==> config.mk <==
export PLATFORM = sky130hd
export DESIGN_NAME = muldiv_unit
export DESIGN_NICKNAME = d
export VERILOG_FILES = /design/src/rtl/muldiv_unit.sv
export SDC_FILE = /design/constraint.sdc
export NUM_CORES = 2
export LEC_CHECK = 0
export ABC_AREA = 1
export CAP_MARGIN = 10
export CORE_ASPECT_RATIO = 0.7
export CORE_UTILIZATION = 30
export CTS_CLUSTER_SIZE = 28
export DETAILED_ROUTE_END_ITERATION = 7
export SLEW_MARGIN = 20
export SYNTH_ARGS = -nofsm -noshare
export SYNTH_HDL_FRONTEND = slang
export SYNTH_SLANG_ARGS = --single-unit
==> constraint.sdc <==
create_clock -name clk -period 13.8 [get_ports clk]
set_input_delay 2.76 -clock clk [delete_from_list [all_inputs] [get_ports clk]]
set_output_delay 2.76 -clock clk [all_outputs]
set_load 0.01 [all_outputs]
==> src/rtl/muldiv_unit.sv <==
// muldiv_unit: multi-cycle RV M-extension execution unit.
// Multiplies complete after MUL_STAGES cycles through a product register and
// optional retiming stages; divides use a radix-2 restoring loop (one quotient
// bit per cycle) followed by a sign-fix cycle. Divide-by-zero and signed
// overflow are resolved in a single cycle with the RISC-V defined results.
module muldiv_unit #(
  parameter int XLEN       = 32,
  parameter int MUL_STAGES = 1,
  parameter int TAG_W      = 5
) (
  input  logic             clk,
  input  logic             rstn,
  input  logic             start,
  input  logic [2:0]       op,
  input  logic [XLEN-1:0]  rs1,
  input  logic [XLEN-1:0]  rs2,
  input  logic [TAG_W-1:0] tag_in,
  input  logic             flush,
  output logic             busy,
  output logic             completed,
  output logic [XLEN-1:0]  result,
  output logic [TAG_W-1:0] tag_out
);

  typedef enum logic [1:0] {
    IDLE = 2'd0,
    MUL  = 2'd1,
    DIV  = 2'd2,
    FIX  = 2'd3
  } state_t;

  // Retiming stages after the product register (at least one slot is kept
  // so the array is never empty when MUL_STAGES is 1).
  localparam int PIPE_N = (MUL_STAGES > 1) ? (MUL_STAGES - 1) : 1;
  localparam int CNT_W  = $clog2(XLEN) + 1;
  localparam logic [CNT_W-1:0] MUL_LAST = (MUL_STAGES > 1) ? CNT_W'(MUL_STAGES - 2) : {CNT_W{1'b0}};
  localparam logic [CNT_W-1:0] DIV_LAST = CNT_W'(XLEN - 1);
  localparam logic [XLEN-1:0]  ALL_ONES = {XLEN{1'b1}};
  localparam logic [XLEN-1:0]  INT_MIN  = {1'b1, {(XLEN-1){1'b0}}};

  // mul keeps the low half of the product, mulh/mulhsu/mulhu the high half.
  function automatic logic [XLEN-1:0] sel_product(input logic [2:0] op_f,
                                                  input logic [2*XLEN-1:0] prod_f);
    if (op_f == 3'd0) begin
      return prod_f[XLEN-1:0];
    end else begin
      return prod_f[2*XLEN-1:XLEN];
    end
  endfunction

  // Two's complement magnitude when the operand is treated as signed.
  function automatic logic [XLEN-1:0] magnitude(input logic [XLEN-1:0] val_f,
                                                input logic is_signed_f);
    if (is_signed_f && val_f[XLEN-1]) begin
      return {XLEN{1'b0}} - val_f;
    end else begin
      return val_f;
    end
  endfunction

  state_t               state_r, state_s;
  logic [CNT_W-1:0]     cnt_r, cnt_s;
  logic [2:0]           op_r, op_s;
  logic [TAG_W-1:0]     tag_r, tag_s;
  logic [2*XLEN-1:0]    pipe_r [PIPE_N];
  logic [2*XLEN-1:0]    pipe_s [PIPE_N];
  logic [XLEN-1:0]      quo_r, quo_s;
  logic [XLEN-1:0]      rem_r, rem_s;
  logic [XLEN-1:0]      dvs_r, dvs_s;
  logic                 neg_q_r, neg_q_s;
  logic                 neg_r_r, neg_r_s;
  logic [XLEN-1:0]      result_r, result_s;
  logic [TAG_W-1:0]     tag_out_r, tag_out_s;
  logic                 completed_r, completed_s;
  logic                 busy_r;

  logic [2*XLEN-1:0]    mul_a_s, mul_b_s, product_s;
  logic                 div_signed_s, div_zero_s, div_ovf_s;
  logic [XLEN:0]        rem_shift_s, diff_s;
  logic [XLEN-1:0]      quo_fix_s, rem_fix_s;

  assign mul_a_s   = (op == 3'd1 || op == 3'd2) ? {{XLEN{rs1[XLEN-1]}}, rs1} : {{XLEN{1'b0}}, rs1};
  assign mul_b_s   = (op == 3'd1) ? {{XLEN{rs2[XLEN-1]}}, rs2} : {{XLEN{1'b0}}, rs2};
  assign product_s = mul_a_s * mul_b_s;

  // op 4 (div) and 6 (rem) are signed; 5 and 7 are unsigned.
  assign div_signed_s = op[2] & ~op[0];
  assign div_zero_s   = (rs2 == {XLEN{1'b0}});
  assign div_ovf_s    = div_signed_s && (rs1 == INT_MIN) && (rs2 == ALL_ONES);

  // Restoring step: shift the next dividend bit into the partial remainder.
  assign rem_shift_s = {rem_r, quo_r[XLEN-1]};
  assign diff_s      = rem_shift_s - {1'b0, dvs_r};

  assign quo_fix_s = neg_q_r ? ({XLEN{1'b0}} - quo_r) : quo_r;
  assign rem_fix_s = neg_r_r ? ({XLEN{1'b0}} - rem_r) : rem_r;

  // Next-state and datapath decisions; flush overrides everything but reset.
  always_comb begin
    state_s     = state_r;
    cnt_s       = cnt_r;
    op_s        = op_r;
    tag_s       = tag_r;
    quo_s       = quo_r;
    rem_s       = rem_r;
    dvs_s       = dvs_r;
    neg_q_s     = neg_q_r;
    neg_r_s     = neg_r_r;
    result_s    = result_r;
    tag_out_s   = tag_out_r;
    completed_s = 1'b0;
    for (int i = 0; i < PIPE_N; i++) begin
      pipe_s[i] = pipe_r[i];
    end

    case (state_r)
      IDLE: begin
        if (start) begin
          op_s  = op;
          tag_s = tag_in;
          cnt_s = {CNT_W{1'b0}};
          if (!op[2]) begin
            if (MUL_STAGES == 1) begin
              result_s    = sel_product(op, product_s);
              tag_out_s   = tag_in;
              completed_s = 1'b1;
            end else begin
              pipe_s[0] = product_s;
              state_s   = MUL;
            end
          end else if (div_zero_s) begin
            result_s    = op[1] ? rs1 : ALL_ONES;
            tag_out_s   = tag_in;
            completed_s = 1'b1;
          end else if (div_ovf_s) begin
            result_s    = op[1] ? {XLEN{1'b0}} : rs1;
            tag_out_s   = tag_in;
            completed_s = 1'b1;
          end else begin
            quo_s   = magnitude(rs1, div_signed_s);
            rem_s   = {XLEN{1'b0}};
            dvs_s   = magnitude(rs2, div_signed_s);
            neg_q_s = div_signed_s & (rs1[XLEN-1] ^ rs2[XLEN-1]);
            neg_r_s = div_signed_s & rs1[XLEN-1];
            state_s = DIV;
          end
        end else begin
          state_s = IDLE;
        end
      end
      MUL: begin
        for (int i = 1; i < PIPE_N; i++) begin
          pipe_s[i] = pipe_r[i-1];
        end
        if (cnt_r == MUL_LAST) begin
          result_s    = sel_product(op_r, pipe_r[PIPE_N-1]);
          tag_out_s   = tag_r;
          completed_s = 1'b1;
          state_s     = IDLE;
        end else begin
          cnt_s = cnt_r + {{(CNT_W-1){1'b0}}, 1'b1};
        end
      end
      DIV: begin
        if (!diff_s[XLEN]) begin
          rem_s = diff_s[XLEN-1:0];
          quo_s = {quo_r[XLEN-2:0], 1'b1};
        end else begin
          rem_s = rem_shift_s[XLEN-1:0];
          quo_s = {quo_r[XLEN-2:0], 1'b0};
        end
        if (cnt_r == DIV_LAST) begin
          state_s = FIX;
        end else begin
          cnt_s = cnt_r + {{(CNT_W-1){1'b0}}, 1'b1};
        end
      end
      FIX: begin
        result_s    = op_r[1] ? rem_fix_s : quo_fix_s;
        tag_out_s   = tag_r;
        completed_s = 1'b1;
        state_s     = IDLE;
      end
      default: begin
        state_s = IDLE;
      end
    endcase

    if (flush) begin
      state_s     = IDLE;
      cnt_s       = {CNT_W{1'b0}};
      completed_s = 1'b0;
      result_s    = result_r;
      tag_out_s   = tag_out_r;
    end else begin
      completed_s = completed_s;
    end
  end

  // FSM state register.
  always_ff @(posedge clk) begin
    if (!rstn) begin
      state_r <= IDLE;
    end else begin
      state_r <= state_s;
    end
  end

  // Datapath and output registers.
  always_ff @(posedge clk) begin
    if (!rstn) begin
      cnt_r       <= {CNT_W{1'b0}};
      op_r        <= 3'd0;
      tag_r       <= {TAG_W{1'b0}};
      quo_r       <= {XLEN{1'b0}};
      rem_r       <= {XLEN{1'b0}};
      dvs_r       <= {XLEN{1'b0}};
      neg_q_r     <= 1'b0;
      neg_r_r     <= 1'b0;
      result_r    <= {XLEN{1'b0}};
      tag_out_r   <= {TAG_W{1'b0}};
      completed_r <= 1'b0;
      busy_r      <= 1'b0;
      for (int i = 0; i < PIPE_N; i++) begin
        pipe_r[i] <= {(2*XLEN){1'b0}};
      end
    end else begin
      cnt_r       <= cnt_s;
      op_r        <= op_s;
      tag_r       <= tag_s;
      quo_r       <= quo_s;
      rem_r       <= rem_s;
      dvs_r       <= dvs_s;
      neg_q_r     <= neg_q_s;
      neg_r_r     <= neg_r_s;
      result_r    <= result_s;
      tag_out_r   <= tag_out_s;
      completed_r <= completed_s;
      busy_r      <= (state_s != IDLE);
      for (int i = 0; i < PIPE_N; i++) begin
        pipe_r[i] <= pipe_s[i];
      end
    end
  end

  assign busy      = busy_r;
  assign completed = completed_r;
  assign result    = result_r;
  assign tag_out   = tag_out_r;

endmodule
## Word level (Yosys, flattened, before mapping)

Memory sizes are Yosys's and may differ from the RTL's.
Cells that the tools add are included.

- Latch bits: 0
- Output and inout bits: 39
- Bits in registers: 153
- Memories kept: 1
- Bits in read-only memories: 0
- Word-level logic and storage cells: 124
- Memory bits (writable): 64

Memories:

| name | depth | bits a word | read ports | clocked after memory_dff | wr ports | line | source |
|---|---|---|---|---|---|---|---|
| pipe_r | 1 | 64 | 1 | 0 | 1 | 65 | `logic [2*XLEN-1:0] pipe_r [PIPE_N];` |

- Divide/modulo/power cells: 0
- Reductions and logical operators: 21
- Multipliers: 1
- Add/sub/neg operators: 6
- Muxes and demuxes: 57
- Shift-type cells: 0
- Equal/unequal tests: 16
- $lt $le $gt $ge: 0
- Bitwise operators: 9

Operators by type and width:

| cell | number |
|---|---|
| 32-bit two-way mux | 23 |
| 64-bit two-way mux | 3 |
| 32-bit case mux with 2 select lines | 2 |
| 1-bit by 32-bit subtractor with 32-bit output (first input constant) | 4 |
| 32-bit case mux with 3 select lines | 1 |
| 32-bit == test (second input constant) | 2 |
| 64-bit by 64-bit multiplier with 64-bit output | 1 |
| 64-bit OR reduction | 1 |
| 33-bit by 32-bit subtractor with 33-bit output | 1 |
| 32-bit zero test | 1 |
| 5-bit two-way mux | 5 |
| 6-bit two-way mux | 3 |
| 6-bit case mux with 3 select lines | 1 |
| 5-bit case mux with 3 select lines | 1 |
| 5-bit AND reduction | 3 |
| 2-bit two-way mux | 7 |
| 2-bit != test (second input constant) | 7 |
| 1-bit two-way mux | 9 |
| 2-bit case mux with 4 select lines | 1 |
| 6-bit by 1-bit adder with 6-bit output (second input constant) | 1 |
| 6-bit by 5-bit == test with 1-bit output (second input constant) | 1 |
| 3-bit zero test | 2 |
| 6-bit zero test | 1 |
| 3-bit nonzero test | 2 |
| 16 further kinds | 27 |

## Depth between registers and ports, before layout

- Depth in word-level cells: 11
- Mapped depth: 47
- Gate-level depth less buffers: 46

## Worst setup path before layout

Ideal clock, no wire load.

- Path kind: input to register
- Start point: input port rs1[31]
- End point: register result_r[22], in the netlist result[22]
- Buffers on the path: 2
- Cell stages on the path: 36
- Arrival time: 11.450 ns
- Path slack: 2.280 ns
- Library setup time: 0.070 ns
- Path through: buf_2 > inv_2 > nor2_1 > nand3_1 > clkbuf_1 > nor2_1 > inv_1 > fa_1 > fa_1 > inv_1 > fa_1 > fa_1 > inv_1 > fa_1 > inv_1 > fa_1 > fa_1 > fa_1 > fa_1 > inv_1 > fa_1 > inv_1 > ha_1 > nand2_1 > nor2_1 > inv_1 > nor2_1 > inv_1 > nor2_1 > inv_1 > o211ai_1 > xor2_1 > nor2_1 > o21ai_0 > nand2_1 > a21oi_1

- Cells in the longest elaborated chain, start to end: 6
- Elaborated cells between the ends (all ways): 11
- Those cells by class: 1 x mul; 2 x eq/ne; 5 x mux; 3 x reduce/logical

RTL lines:

| what | line | source |
|---|---|---|
| from (decl) | 15 | `input logic [XLEN-1:0] rs1,` |
| 64-bit two-way mux | 82 | `assign mul_a_s = (op == 3'd1 \|\| op == 3'd2) ? {{XLEN{rs1[XLEN-1]}}, rs1} : {{XLEN{1'b0}}, rs1};` |
| 64-bit by 64-bit multiplier with 64-bit output | 84 | `assign product_s = mul_a_s * mul_b_s;` |
| 32-bit two-way mux | 44 | `if (op_f == 3'd0) begin` |
| 32-bit two-way mux | 122 | `if (!op[2]) begin` |
| 32-bit two-way mux | 118 | `if (start) begin` |
| 32-bit case mux with 3 select lines | 116 | `case (state_r)` |
| to (signal assigned) | 220 | `result_r <= {XLEN{1'b0}};` |
| to (signal assigned) | 236 | `result_r <= result_s;` |
| to (decl) | 72 | `logic [XLEN-1:0] result_r, result_s;` |

Parallel ways exist; a longest one is shown, timed or not. The select of a mux whose other input is x is not followed.
A chain may end at the register's enable or synchronous reset.

## Final worst setup path

- Start point: input port op[2]
- End point: register result_r[10], in the netlist result[10]

- Cells in the longest elaborated chain, start to end: 8
- Elaborated cells between the ends (all ways): 16
- Those cells by class: 1 x mul; 3 x eq/ne; 6 x mux; 1 x bitwise; 5 x reduce/logical

RTL lines:

| what | line | source |
|---|---|---|
| from (decl) | 14 | `input logic [2:0] op,` |
| 3-bit by 1-bit == test with 1-bit output or 3-bit by 2-bit == test with 1-bit output (tied branches) | 82, 83 |  |
| 1-bit logical OR | 82 |  |
| 64-bit two-way mux | 82 |  |
| 64-bit by 64-bit multiplier with 64-bit output | 84 |  |
| 32-bit two-way mux | 44 |  |
| 32-bit two-way mux | 122 |  |
| 32-bit two-way mux | 118 |  |
| 32-bit case mux with 3 select lines | 116 |  |

Parallel ways exist; a longest one is shown, timed or not. The select of a mux whose other input is x is not followed.

==> flow_summary.ini <==
[status]
outcome = finished, final reports clean

[route]
via_per_inst = 4.919
ant_nets = 0
wl_per_cell_um = 22.81
drt_iter0_drc = 6278
wl_um = 246400
firstDrtPassIters = 6
via_count = 53141
drc = 0

[clock_network]
max-clock-path-buffers = 2
htree_levels = 4
hold_buffers = 0
cts_inserted_buffers = 17
clkTransAtPathRegs_ns = 0.07
clock_sinks = 151
clkLatencyLatePin_ns = 0.45
cts_tree = yes
cts_resized = 0
root_buffer = clkbuf_16
post_cts_buffers = 0

[floorplanning]
coreArea_mm2 = 0.2056
die_area_mm2 = 0.2091
start_util = 0.3025
dieHeight_um = 382.9
dieWidth_um = 546.1
rows = 139
io_pins = 115

[critical_path]
cp-start-kind = input port
endpoint_kind = flop
rrSetupSlack_ns = 9.44
timing.rr.start = state_r[0]$_SDFF_PN0_
crit_end = result[10]$_SDFFE_PN0P_
reg2reg_to = result[27]$_SDFFE_PN0P_
crit_path_frequent_cell = fa_1
crit_fanout = 18
cp_slowest_cell = clkdlybuf4s50_1
reg2reg_depth = 11
crit_arrival_ns = 13.49
required_ns = 14.17
slowest_delay_ns = 0.74
crit_path_start = op[2]
path_class = input port to flop

[global_routing]
grt_pass1_wl_um = 365600
grt_pass1_vias = 54179
grt_max_degree = 66
antenna_found_initial = 9
grtUsageTotal = 0.2371
grt_overflow = 0

[final_layout]
final_nets = 9890
multi_input_area_mm2 = 0.04895
seq_area_mm2 = 0.003023
area_growth_pct = 7.285
fin_area_mm2 = 0.06670
drive_gt1_frac = 0.04360
filler_cell_count = 22053

[sta]
worst_slew_pin_slew_ns = 1.186
finalCritPeriodShare = 0.9509
fin_setup_tns_ns = 0
rsz0062_at_grt = false
maxSlewHeadroom = 0.2096
period_minus_slack_ns = 13.12
finalMaxSlewViolations = 0
clock.fmax_ghz = 0.07621
finalSetupViolCount = 0
hold_viol_final = 0
clock_skew_ns = 0.01085

[synth]
netlist_instances = 8123
synth_edf_count = 0
synthFlopType = dfxtp_1
async_flop_share = 0
synth.avg_cell_area_um2 = 7.654
yosys_warnings = 0
ys_seq_area_frac = 0.04862
synthDistinctLibCells = 62
netlist_area_mm2 = 0.06217
ys_ff_latch = 151
synth_nets = 9974

[hold_path]
hold_class = flop to flop

[placed_design]
place.gp.congestion = 1.045
numPortBuffers = 114
hpwl_um = 204700
place_area_mm2 = 0.06613

[job]
maxCapViolations = 0
[cells by family (layout without fill, tap and decap cells)]
group,Yosys count,count (layout),share of synthesized area
buffers and inverters,2680,2608,0.1644
xor gates and xnor gates,122,122,0.01719
muxes,1,1,0.0001610
DFF,151,151,0.04862
other,0,4,0
and+or+nand+nor,2581,2581,0.1695
AOI/OAI and AO/OA,813,813,0.07144
adders and majority gates,1775,1775,0.5287
[metrics by stage]
stage | util | instances | setup slack (ns) | hold WS, ns
after floorplan | - | 8123 | 2.280 | 0.4302
after global placement | 0.3217 | 10769 | 0.5510 | 0.4520
after detailed placement | 0.3217 | 10769 | 0.5667 | 0.4622
after CTS | 0.3244 | 10800 | 1.002 | 0.4720
after global routing | 0.3245 | 10803 | 0.3439 | 0.4963
final | 0.3245 | 10804 | 0.6781 | 0.4685
[synthesized netlist by cell type (all sizes together) (13+ instances only)]
cell type,instances,area share
o21ai,354,0.029
a21oi,323,0.027
clkbuf,217,0.013
nand4,37,0.0037
nor4,16,0.0021
nand3b,17,0.0023
o21bai,15,0.0018
xor2,89,0.013
o21a,13,0.0016
buf,150,0.012
nor2,471,0.029
nor3,61,0.0059
nand3,207,0.017
nand2,1732,0.11
fa,1420,0.46
ha,355,0.071
o211ai,15,0.0019
or2,26,0.0026
xnor2,33,0.0046
dfxtp,151,0.049
inv,2308,0.14
a31oi,35,0.0035
a21o,21,0.0025
[critical path: cells and delay by family]
family,cells,cell delay (ns)
buffers and inverters,10,1.81
AO/OA/AOI/OAI,4,1.28
adder cells (fa/ha/maj),10,4.93
AND/OR/NAND/NOR,13,2.69
[state kept, by name, indices dropped and copies added (netlist names)]
| register | cells |
|---|---|
| tag_out | 5 |
| result | 32 |
| dvs_r | 32 |
| cnt_r | 6 |
| neg_q_r | 1 |
| op_r | 1 |
| neg_r_r | 1 |
| tag_r | 5 |
| state_r | 2 |
| quo_r | 32 |
| completed | 1 |
| rem_r | 32 |
| busy | 1 |
[per-layer routing]
metal | vias up | part of all wire | global-route usage
met5 | - | 0.000053 | 0
met4 | 2 | 0.031 | 0.06479
met3 | 277 | 0.12 | 0.06006
met2 | 2896 | 0.39 | 0.3256
met1 | 26656 | 0.46 | 0.3609
li1 | 23310 | - | -
[worst min-delay path by stage]
stage	start	to	slack (ns)	cells after the start
after floorplan	dvs_r[11]$_SDFFE_PN0P_	dvs_r[11]$_SDFFE_PN0P_	0.43	2
after global placement	dvs_r[31]$_SDFFE_PN0P_	dvs_r[31]$_SDFFE_PN0P_	0.45	2
after detailed placement	dvs_r[31]$_SDFFE_PN0P_	dvs_r[31]$_SDFFE_PN0P_	0.46	2
after CTS	dvs_r[31]$_SDFFE_PN0P_	dvs_r[31]$_SDFFE_PN0P_	0.47	2
after global routing	dvs_r[31]$_SDFFE_PN0P_	dvs_r[31]$_SDFFE_PN0P_	0.50	2
final	dvs_r[31]$_SDFFE_PN0P_	dvs_r[31]$_SDFFE_PN0P_	0.47	2
[layout by cell type, fill, tap and decap left out, types with 16 or more instances in the layout]
cell | Yosys | layout
buf_4 | 5 | 149
nand3_1 | 201 | 201
buf_2 | 40 | 56
a21o_1 | 21 | 21
o21ai_0 | 331 | 331
nor2_1 | 457 | 455
ha_1 | 355 | 355
xnor2_1 | 33 | 33
dfxtp_1 | 151 | 151
o21ai_1 | 20 | 20
nor3_1 | 50 | 50
fa_1 | 1420 | 1420
a31oi_1 | 35 | 35
a21oi_1 | 313 | 312
or2_2 | 21 | 21
clkdlybuf4s50_1 | 0 | 54
xor2_1 | 89 | 89
nand3b_1 | 16 | 16
nand4_1 | 37 | 37
inv_1 | 2294 | 2294
clkbuf_16 | 0 | 17
nand2_1 | 1718 | 1717
[area by class of cell]
type                       instances  share of cell area
timing repair buffer             264             0.03035
multi-input combinational       5292              0.7339
antenna                            4           0.0001501
sequential                       151             0.04532
inverter                        2313              0.1303
clock inverter                    12            0.001801
clock buffer                      19            0.006640
tap                             2749             0.05156
Power is not shown: default switching activity piles up to over one toggle a cycle in this logic, so the estimate is an artifact.
